**src/rtl/reg_file_arbiter.sv**
```systemverilog
// Two-requester arbiter in front of a single-port register file.
// One-entry command stage; responses return two edges after acceptance.
module reg_file_arbiter #(
    parameter int unsigned AW   = 4,
    parameter int unsigned DW   = 8,
    parameter bit          FAIR = 1'b1
) (
    input  logic          CLK,
    input  logic          RST_N,
    input  logic          req0_valid,
    output logic          req0_ready,
    input  logic          req0_we,
    input  logic [AW-1:0] req0_reg,
    input  logic [DW-1:0] req0_wdata,
    output logic          rsp0_valid,
    output logic [DW-1:0] rsp0_rdata,
    input  logic          req1_valid,
    output logic          req1_ready,
    input  logic          req1_we,
    input  logic [AW-1:0] req1_reg,
    input  logic [DW-1:0] req1_wdata,
    output logic          rsp1_valid,
    output logic [DW-1:0] rsp1_rdata,
    output logic [AW-1:0] rf_reg,
    output logic [DW-1:0] rf_wdata,
    output logic          rf_write,
    input  logic [DW-1:0] rf_rdata,
    output logic          busy
);

    logic          st_valid_q;
    logic          st_owner_q;
    logic          st_we_q;
    logic [AW-1:0] st_reg_q;
    logic [DW-1:0] st_wdata_q;
    // 0 favours req0, 1 favours req1
    logic          ptr_q;
    logic          grant0;
    logic          grant1;
    logic [DW-1:0] rsp_data;

    always_comb begin
        grant0 = RST_N && req0_valid && (!req1_valid || !FAIR || !ptr_q);
        grant1 = RST_N && req1_valid && (!req0_valid || (FAIR && ptr_q));
    end

    assign req0_ready = grant0;
    assign req1_ready = grant1;
    assign rf_reg     = st_reg_q;
    assign rf_wdata   = st_wdata_q;
    assign rf_write   = st_valid_q && st_we_q;
    assign busy       = st_valid_q;
    assign rsp_data   = st_we_q ? st_wdata_q : rf_rdata;

    always_ff @(posedge CLK or negedge RST_N) begin
        if (!RST_N) begin
            st_valid_q <= 1'b0;
            st_owner_q <= 1'b0;
            st_we_q    <= 1'b0;
            st_reg_q   <= '0;
            st_wdata_q <= '0;
            ptr_q      <= 1'b0;
            rsp0_valid <= 1'b0;
            rsp1_valid <= 1'b0;
            rsp0_rdata <= '0;
            rsp1_rdata <= '0;
        end else begin
            // Completion of the staged command (register file writes on this same edge)
            rsp0_valid <= st_valid_q && !st_owner_q;
            rsp1_valid <= st_valid_q && st_owner_q;
            if (st_valid_q && !st_owner_q) rsp0_rdata <= rsp_data;
            if (st_valid_q && st_owner_q)  rsp1_rdata <= rsp_data;

            st_valid_q <= grant0 || grant1;
            if (grant0) begin
                st_owner_q <= 1'b0;
                st_we_q    <= req0_we;
                st_reg_q   <= req0_reg;
                st_wdata_q <= req0_wdata;
            end else if (grant1) begin
                st_owner_q <= 1'b1;
                st_we_q    <= req1_we;
                st_reg_q   <= req1_reg;
                st_wdata_q <= req1_wdata;
            end
            if (grant0 || grant1) ptr_q <= grant0;
        end
    end

endmodule

```
**config.mk**
```make
export PLATFORM = sky130hd
export DESIGN_NAME = reg_file_arbiter
export DESIGN_NICKNAME = d
export VERILOG_FILES = /design/src/rtl/reg_file_arbiter.sv
export SDC_FILE = /design/constraint.sdc
export NUM_CORES = 1
export LEC_CHECK = 0
export BUFFER_PORTS_ARGS = -buffer_cell sky130_fd_sc_hd__buf_2
export CAP_MARGIN = 10
export CORE_MARGIN = 5
export CORE_UTILIZATION = 49
export DETAILED_ROUTE_END_ITERATION = 8
export GPL_TIMING_DRIVEN = 0
export PLACE_DENSITY = 0.85
export SLEW_MARGIN = 10
export SYNTH_ARGS = -nofsm -noshare
export SYNTH_HDL_FRONTEND = slang
export SYNTH_SLANG_ARGS = --single-unit
```
**constraint.sdc**
```tcl
create_clock -name CLK -period 3.1 [get_ports CLK]
set_clock_uncertainty 0.1 [all_clocks]
set_input_delay 0 -clock CLK [delete_from_list [all_inputs] [get_ports CLK]]
set_output_delay 0 -clock CLK [all_outputs]
set_load 0.005 [all_outputs]
```
After elaboration in Yosys (flattened, before gate mapping). Index checks and enable logic that the tools add are counted. Widths: inputs -> output; s select.

Bits in registers: 34. Latch bits: 0. Bits in writable memories: 0. Bits in read-only memories: 0. Output and inout bits: 34. Memories kept: 0.

$add $sub $neg: 0. Multiply operators: 0. Div/mod/pow operators: 0. Order comparisons: 0. Equal/unequal tests: 0. Shift-type cells: 0. Multiplexer cells: 9. Bitwise operators: 0. Reductions and logical operators: 15.

Operators by type and width (number): $mux 8 (3); $mux 4 (2); $logic_and 1x1->1 (7); $logic_not 1->1 (4); $mux 1 (4); $logic_or 1x1->1 (3); $reduce_bool 2->1 (1).

Longest topological paths before layout. Gate-level depths: netlist of run 1.

Word-level depth: 5. Gate-level depth with buffers: 5.

Worst setup path before layout of run 1. OpenSTA, ideal clock, no wires.

Kind: register to register. From: reg st_valid_q (netlist: busy). To: reg rsp1_rdata[6]. Data arrival time: 935 ps. Data required time: 2875 ps. Setup slack: 1941 ps. Cell stages (with the launch flop): 6. Buffers on the path: 2. Clock period less this slack: 1159 ps. Cell sequence: dfrtp_1 > and2_1 > buf_4 > buf_4 > nor2_1 > a21oi_1.

Longest elaborated chain between the ends: 1.

RTL lines: start: declaration (RTL line 31) `logic st_valid_q;`; start signal: assignment (RTL line 74) `st_valid_q <= grant0 || grant1;`; $logic_and 1x1->1 (RTL line 72) `if (st_valid_q && st_owner_q) rsp1_rdata <= rsp_data;`; end signal: assignment (RTL line 72); end: declaration (RTL line 23) `output logic [DW-1:0] rsp1_rdata,`.

Every way passes these cells. A chain may end at the register's enable or synchronous reset.

Worst setup path in the final report of run 1.
From: in RST_N. To: reg st_wdata_q[6] (netlist: rf_wdata[6]).

Longest elaborated chain between the ends: 3.

RTL lines: start: declaration (RTL line 9) `input logic RST_N,`; $logic_and 1x1->1, on equally long branches (2 in series) (RTL line 43, 44); $mux 8 / $reduce_bool 2->1 (equally long branches); end signal: assignment (RTL line 79) `st_wdata_q <= req0_wdata;`; end signal: assignment (RTL line 84) `st_wdata_q <= req1_wdata;`; end: declaration (RTL line 35) `logic [DW-1:0] st_wdata_q;`.

Several ways; a longest one is shown, not always the timed one.

==> flow_summary_export.csv, run 1 <==
group,metric,value,unit
outcome,status,"completed",
clock_tree,clk_pin_slew,100,ps
worst_setup_path,crit_path_end_kind,"register",
synth,yosysSeqAreaShare,0.565,
clock_tree,cts_tree,"built",
floorplan,ios,72,
floorplan,design.core.area,3000,µm²
synth,yosysWarnings,0,
synth,async_flop_share,1.00,
grt,grt_usage,0.237,
flow_run,maxCapViolCount,0,
clock_tree,cts_max_path_buffers,2,
sta,drv_slew,0,
clock_tree,cts_setup_buffers,0,
worst_setup_path,r2r_cells,5,
cells_and_area,layout_common_cells,"75 x buf_2, 40 x dlygate4sd3_1, 34 x dfrtp_1, 22 x nor2_1, 20 x o21ai_0",
worst_setup_path,cp.required,3280,ps
synth,synth.avg_cell_area,9.77,µm²
worst_setup_path,startpoint_type,"input port",
sta,max_slew_margin,0.478,
sta,setup_violations,0,
clock_tree,clk-insertion-delay-late,340,ps
grt,grt_max_degree,39,
grt,grt-ovfl-total,0,
route,wl_per_cell,15.1,µm
cells_and_area,final_common_cell,"buf_2",
synth,synth_cell_types,18,
worst_setup_path,crit_type,"in2reg",
synth,synthFlopType,"dfrtp_1",
floorplan,fp-row-count,20,
power_and_ir_drop,total_power,1.27,mW
placement,port_buffers,71,
synth,synth_edf_count,0,
worst_setup_path,cp_data_arrival_time,2900,ps
route,viasPerCell,5.30,
cells_and_area,area_growth,56.9,%
clock_tree,cts-root-buf,"clkbuf_4",
route,finalWirelength,4620,µm
grt,grt_pass1_wl,7660,µm
floorplan,die_y,65.4,µm
power_and_ir_drop,ir_drop,0.306,mV
cells_and_area,nets,310,
sta,hold_viol,0,
clock_tree,cts_resized,0,
sta,rsz0062_at_grt,"false",
cells_and_area,diodes,0,
synth,synth_top_area_frac,0.565,
route,final_antenna_net_count,0,
sta,max_freq,0.367,GHz
worst_setup_path,crit_path_max_fanout,38,
synth,syn_area,1510,µm²
hold_path,hold_class,"in2async",
cells_and_area,fin_area,2360,µm²
placement,place_congestion,0.754,
grt,grt_antenna_before_repair,0,
synth,synth_area_leaders,"dfrtp_1 57%, o21ai_0 6.7%, nor2_1 5.5%",
floorplan,die_w,65.4,µm
power_and_ir_drop,pwr_density_cell,537,nW/µm²
route,drt_iter0_drc,82,
grt,grt_pass1_vias,1664,
placement,dpl-instance-area,1900,µm²
synth,ys_seq_elements,34,
route,drt_first_pass_iters,5,
sta,period_needed,2720,ps
placement,hpwl,2870,µm
sta,worst_pin_slew,783,ps
power_and_ir_drop,p_leak,1.14,nW
synth,yosys.area.top_type,"dfrtp_1",
clock_tree,cts_hold_buf,40,
floorplan,initial_core_util,0.501,
clock_tree,cts_made_buffers,5,
sta,fin_crit_sh,0.878,
sta,final.setup.tns,0,ps
clock_tree,cts.sinks,34,
synth,netlist_instances,154,
floorplan,die_area,4280,µm²
clock_tree,htreeDepth,2,
synth,syn-num-nets,192,
route,drc,0,
cells_and_area,drive_gt1_frac,0.333,
route,vias,1621,
-- Yosys cell counts, types with 3 or more instances --
| library cell | count |
|---|---|
| a21oi_1 | 9 |
| a31oi_1 | 13 |
| buf_2 | 4 |
| buf_4 | 4 |
| buf_6 | 3 |
| dfrtp_1 | 34 |
| mux2i_1 | 8 |
| nand2_1 | 12 |
| nand3_1 | 13 |
| nor2_1 | 22 |
| o21ai_0 | 20 |
| o21ai_1 | 3 |
-- cell type report --
type                            instances  area, µm²
Clock buffer                            7       55.1
Tap cell                               33       41.3
Inverter                                2       7.51
Multi-Input combinational cell        107        563
Sequential cell                        34        851
Fill cell                             199        641
Clock inverter                          1       5.00
Timing Repair Buffer                  111        756
Buffer                                 11       83.8
-- routing by layer --
layer | share of wire | wire length [µm] | up-vias | global-route usage
met3 | 0.086 | 399 | 12 | 0.0786
li1 | - | - | 773 | -
met2 | 0.49 | 2250 | 102 | 0.405
met5 | 0 | 0 | - | 0
met1 | 0.40 | 1860 | 734 | 0.269
met4 | 0.024 | 113 | 0 | 0.104
-- stage by stage --
step,utilization,hold WS [ps],setup WS [ps],std cells
after floorplan,-,-396,1940,154
after detailed placement,0.633,18.1,1360,258
after global routing,0.787,248,133,306
after global placement,0.633,14.2,1370,258
final,0.787,170,377,306
after CTS,0.787,190,457,306
-- kinds of logic (layout without fill, tap and decap cells) --
| family | count (synthesis) | in the layout | synth area share |
|---|---|---|---|
| compound gates | 46 | 46 | 0.165 |
| buf+inv | 13 | 132 | 0.0607 |
| mux | 8 | 8 | 0.0532 |
| simple gates | 53 | 53 | 0.155 |
| flops | 34 | 34 | 0.565 |
-- where the power goes --
group | internal, mW | switching (mW) | leakage, nW
registers | 0.547 | 0.0616 | 0.391
clock network | 0.110 | 0.146 | 0.0353
logic | 0.215 | 0.189 | 0.714
-- worst paths after layout --
check                      slack (ps)                   endpoint                       from
max                               380    rf_wdata[6]$_DFFE_PN0P_                      RST_N
min                               170    rf_wdata[4]$_DFFE_PN0P_                      RST_N
max reg2reg                       920    rf_wdata[6]$_DFFE_PN0P_          ptr_q$_DFFE_PN0P_
min reg2reg                       390  rsp0_rdata[7]$_DFFE_PN0P_  rsp0_rdata[7]$_DFFE_PN0P_
max in group asynchronous        2240    rf_wdata[2]$_DFFE_PN0P_                      RST_N
min in group CLK                  390      rf_reg[1]$_DFFE_PN0P_                req1_reg[1]
-- worst max-delay path, stage by stage --
cell	delay, ps
dlygate4sd3_1	520
buf_2	620
and2_2	320
nand3_1	70
dlygate4sd3_1	550
a31oi_1	210
dlygate4sd3_1	600
No activity file was read; power rests on OpenSTA's default activity.
==> inputs of run 2 (changes only) <==
--- a/config.mk
+++ b/config.mk
@@ -13,5 +13,5 @@
 export GPL_TIMING_DRIVEN = 0
 export PLACE_DENSITY = 0.85
-export SLEW_MARGIN = 10
+export SLEW_MARGIN = 20
 export SYNTH_ARGS = -nofsm -noshare
 export SYNTH_HDL_FRONTEND = slang
==> constraint.sdc (replaced) <==
create_clock -name CLK -period 3.1 [get_ports CLK]
set_clock_uncertainty 0.1 [all_clocks]
set_input_delay 0.155 -clock CLK [delete_from_list [all_inputs] [get_ports CLK]]
set_output_delay 0.155 -clock CLK [all_outputs]
set_load 0.005 [all_outputs]
==> run 2 against run 1 <==
Count of clock-buffer cells in the layout unchanged. Worst setup slack better by 84 ps. Combinational power down 4%. Final cell count down 4.9%. Die area unchanged. Critical path type unchanged. Sequential share of layout area up 2.4 points. Register-to-register slack better by 300 ps. Highest routed layer unchanged. Fmax up 3.2%. Via count down 3.5%. Critical endpoint is now rf_reg[3]$_DFFE_PN0P_.
==> flow_summary_export.csv, run 2 (same netlist as run 1, synthesis figures left out) <==
group,metric,value,unit
grt,grt_pass1_wl,7130,µm
route,final_antenna_net_count,0,
grt,grt_antenna_before_repair,0,
power_and_ir_drop,ir_drop,0.307,mV
worst_setup_path,crit_path_max_fanout,38,
hold_path,worstHoldPathCells,3,
hold_path,hold_class,"in2reg",
clock_tree,clk-insertion-delay-late,330,ps
sta,worst_pin_slew,779,ps
cells_and_area,post-route-util,0.737,
worst_setup_path,worst_r2r_startpoint,"ptr_q$_DFFE_PN0P_",
power_and_ir_drop,total_power,1.25,mW
cells_and_area,fin_cells,291,
clock_tree,cts_resized,0,
cells_and_area,nets,295,
sta,hold_slack,19.8,ps
route,drc,0,
cells_and_area,layout_common_cells,"75 x buf_2, 34 x dfrtp_1, 25 x dlygate4sd3_1, 22 x nor2_1, 20 x o21ai_0",
floorplan,design.core.area,3000,µm²
clock_tree,cts-root-buf,"clkbuf_4",
cells_and_area,area_growth,47.0,%
hold_path,hold_start,"req1_wdata[2]",
clock_tree,clk_pin_slew,90,ps
grt,grt_pass1_vias,1534,
route,drt_iter0_drc,92,
worst_setup_path,reg2reg_slack,1220,ps
grt,grt-ovfl-total,0,
worst_setup_path,cp.required,3220,ps
sta,setup_violations,0,
placement,port_buffers,71,
cells_and_area,diodes,0,
floorplan,initial_core_util,0.501,
power_and_ir_drop,pwr_density_cell,563,nW/µm²
cells_and_area,drive_gt1_frac,0.353,
worst_setup_path,crit_path_end_kind,"register",
outcome,status,"completed",
worst_setup_path,reg2reg_to,"rf_wdata[7]$_DFFE_PN0P_",
clock_tree,cts_tree,"built",
sta,period_needed,2640,ps
sta,max_slew_margin,0.481,
sta,final.setup.tns,0,ps
clock_tree,cts_max_path_buffers,2,
grt,grt_usage,0.221,
hold_path,min_to,"rf_wdata[2]$_DFFE_PN0P_",
floorplan,die_y,65.4,µm
sta,max_freq,0.379,GHz
worst_setup_path,r2r_cells,5,
placement,dp_cells,258,
route,wl_per_cell,15.5,µm
floorplan,die_w,65.4,µm
floorplan,ios,72,
worst_setup_path,cp_data_arrival_time,2750,ps
route,finalWirelength,4510,µm
route,viasPerCell,5.38,
power_and_ir_drop,p_leak,1.09,nW
grt,grt_max_degree,39,
placement,hpwl,2870,µm
sta,rsz0062_at_grt,"false",
cells_and_area,final_common_cell,"buf_2",
worst_setup_path,crit_type,"in2reg",
clock_tree,cts_setup_buffers,0,
clock_tree,cts.sinks,34,
route,vias,1565,
clock_tree,cts_hold_buf,24,
flow_run,maxCapViolCount,0,
sta,hold_viol,0,
placement,place_congestion,0.754,
sta,drv_slew,0,
clock_tree,htreeDepth,2,
clock_tree,cts_made_buffers,5,
floorplan,fp-row-count,20,
sta,fin_crit_sh,0.851,
floorplan,die_area,4280,µm²
worst_setup_path,startpoint_type,"input port",
route,drt_first_pass_iters,5,
run 2: cell count changes in the layout (fill, tap and decap cells not counted), sizes merged:
cell         change
dlygate4sd3     -15
run 2: how the worst max path moves through the flow:
stage          cells after the start           start  slack, ps                        end
2_1_floorplan                      5  busy$_DFF_PN0_       1940  rsp1_rdata[6]$_DFFE_PN0P_
3_3_place_gp                       5           RST_N       1210    rf_wdata[2]$_DFFE_PN0P_
3_5_place_dp                       5           RST_N       1200    rf_wdata[2]$_DFFE_PN0P_
4_1_cts                            7           RST_N        500      rf_reg[3]$_DFFE_PN0P_
5_1_grt                            7           RST_N        190      rf_reg[3]$_DFFE_PN0P_
6_report                           7           RST_N        460      rf_reg[3]$_DFFE_PN0P_
run 2: final cells by class:
class | instances | area, µm²
Buffer | 11 | 83.8
Clock buffer | 7 | 55.1
Clock inverter | 1 | 5.00
Fill cell | 239 | 791
Inverter | 2 | 7.51
Multi-Input combinational cell | 107 | 563
Sequential cell | 34 | 851
Tap cell | 33 | 41.3
Timing Repair Buffer | 96 | 606
run 2: metal layers:
layer	wire length (µm)	global-route usage	vias to the layer above
met5	0	0	-
met4	98	0.0699	0
met3	395	0.0718	9
met2	2190	0.383	87
met1	1820	0.257	724
li1	-	-	745
run 2: per-stage QoR:
step / cell area, µm² / setup WS, ps
floorplan: 1510 / 1940
global placement: 1900 / 1210
detailed placement: 1900 / 1200
CTS: 2200 / 496
global route: 2210 / 189
finish: 2210 / 461
run 2: worst max-delay path, cell delays in order:
cell	delay, ps
dlygate4sd3_1	520
buf_2	620
nand2_1	300
buf_2	260
o21ai_0	200
a31oi_1	110
dlygate4sd3_1	580
run 2: power by group:
group          leakage (nW)  internal, mW  switching (mW)
clock network        0.0353         0.110           0.142
registers             0.391         0.547          0.0599
logic                 0.660         0.199           0.188
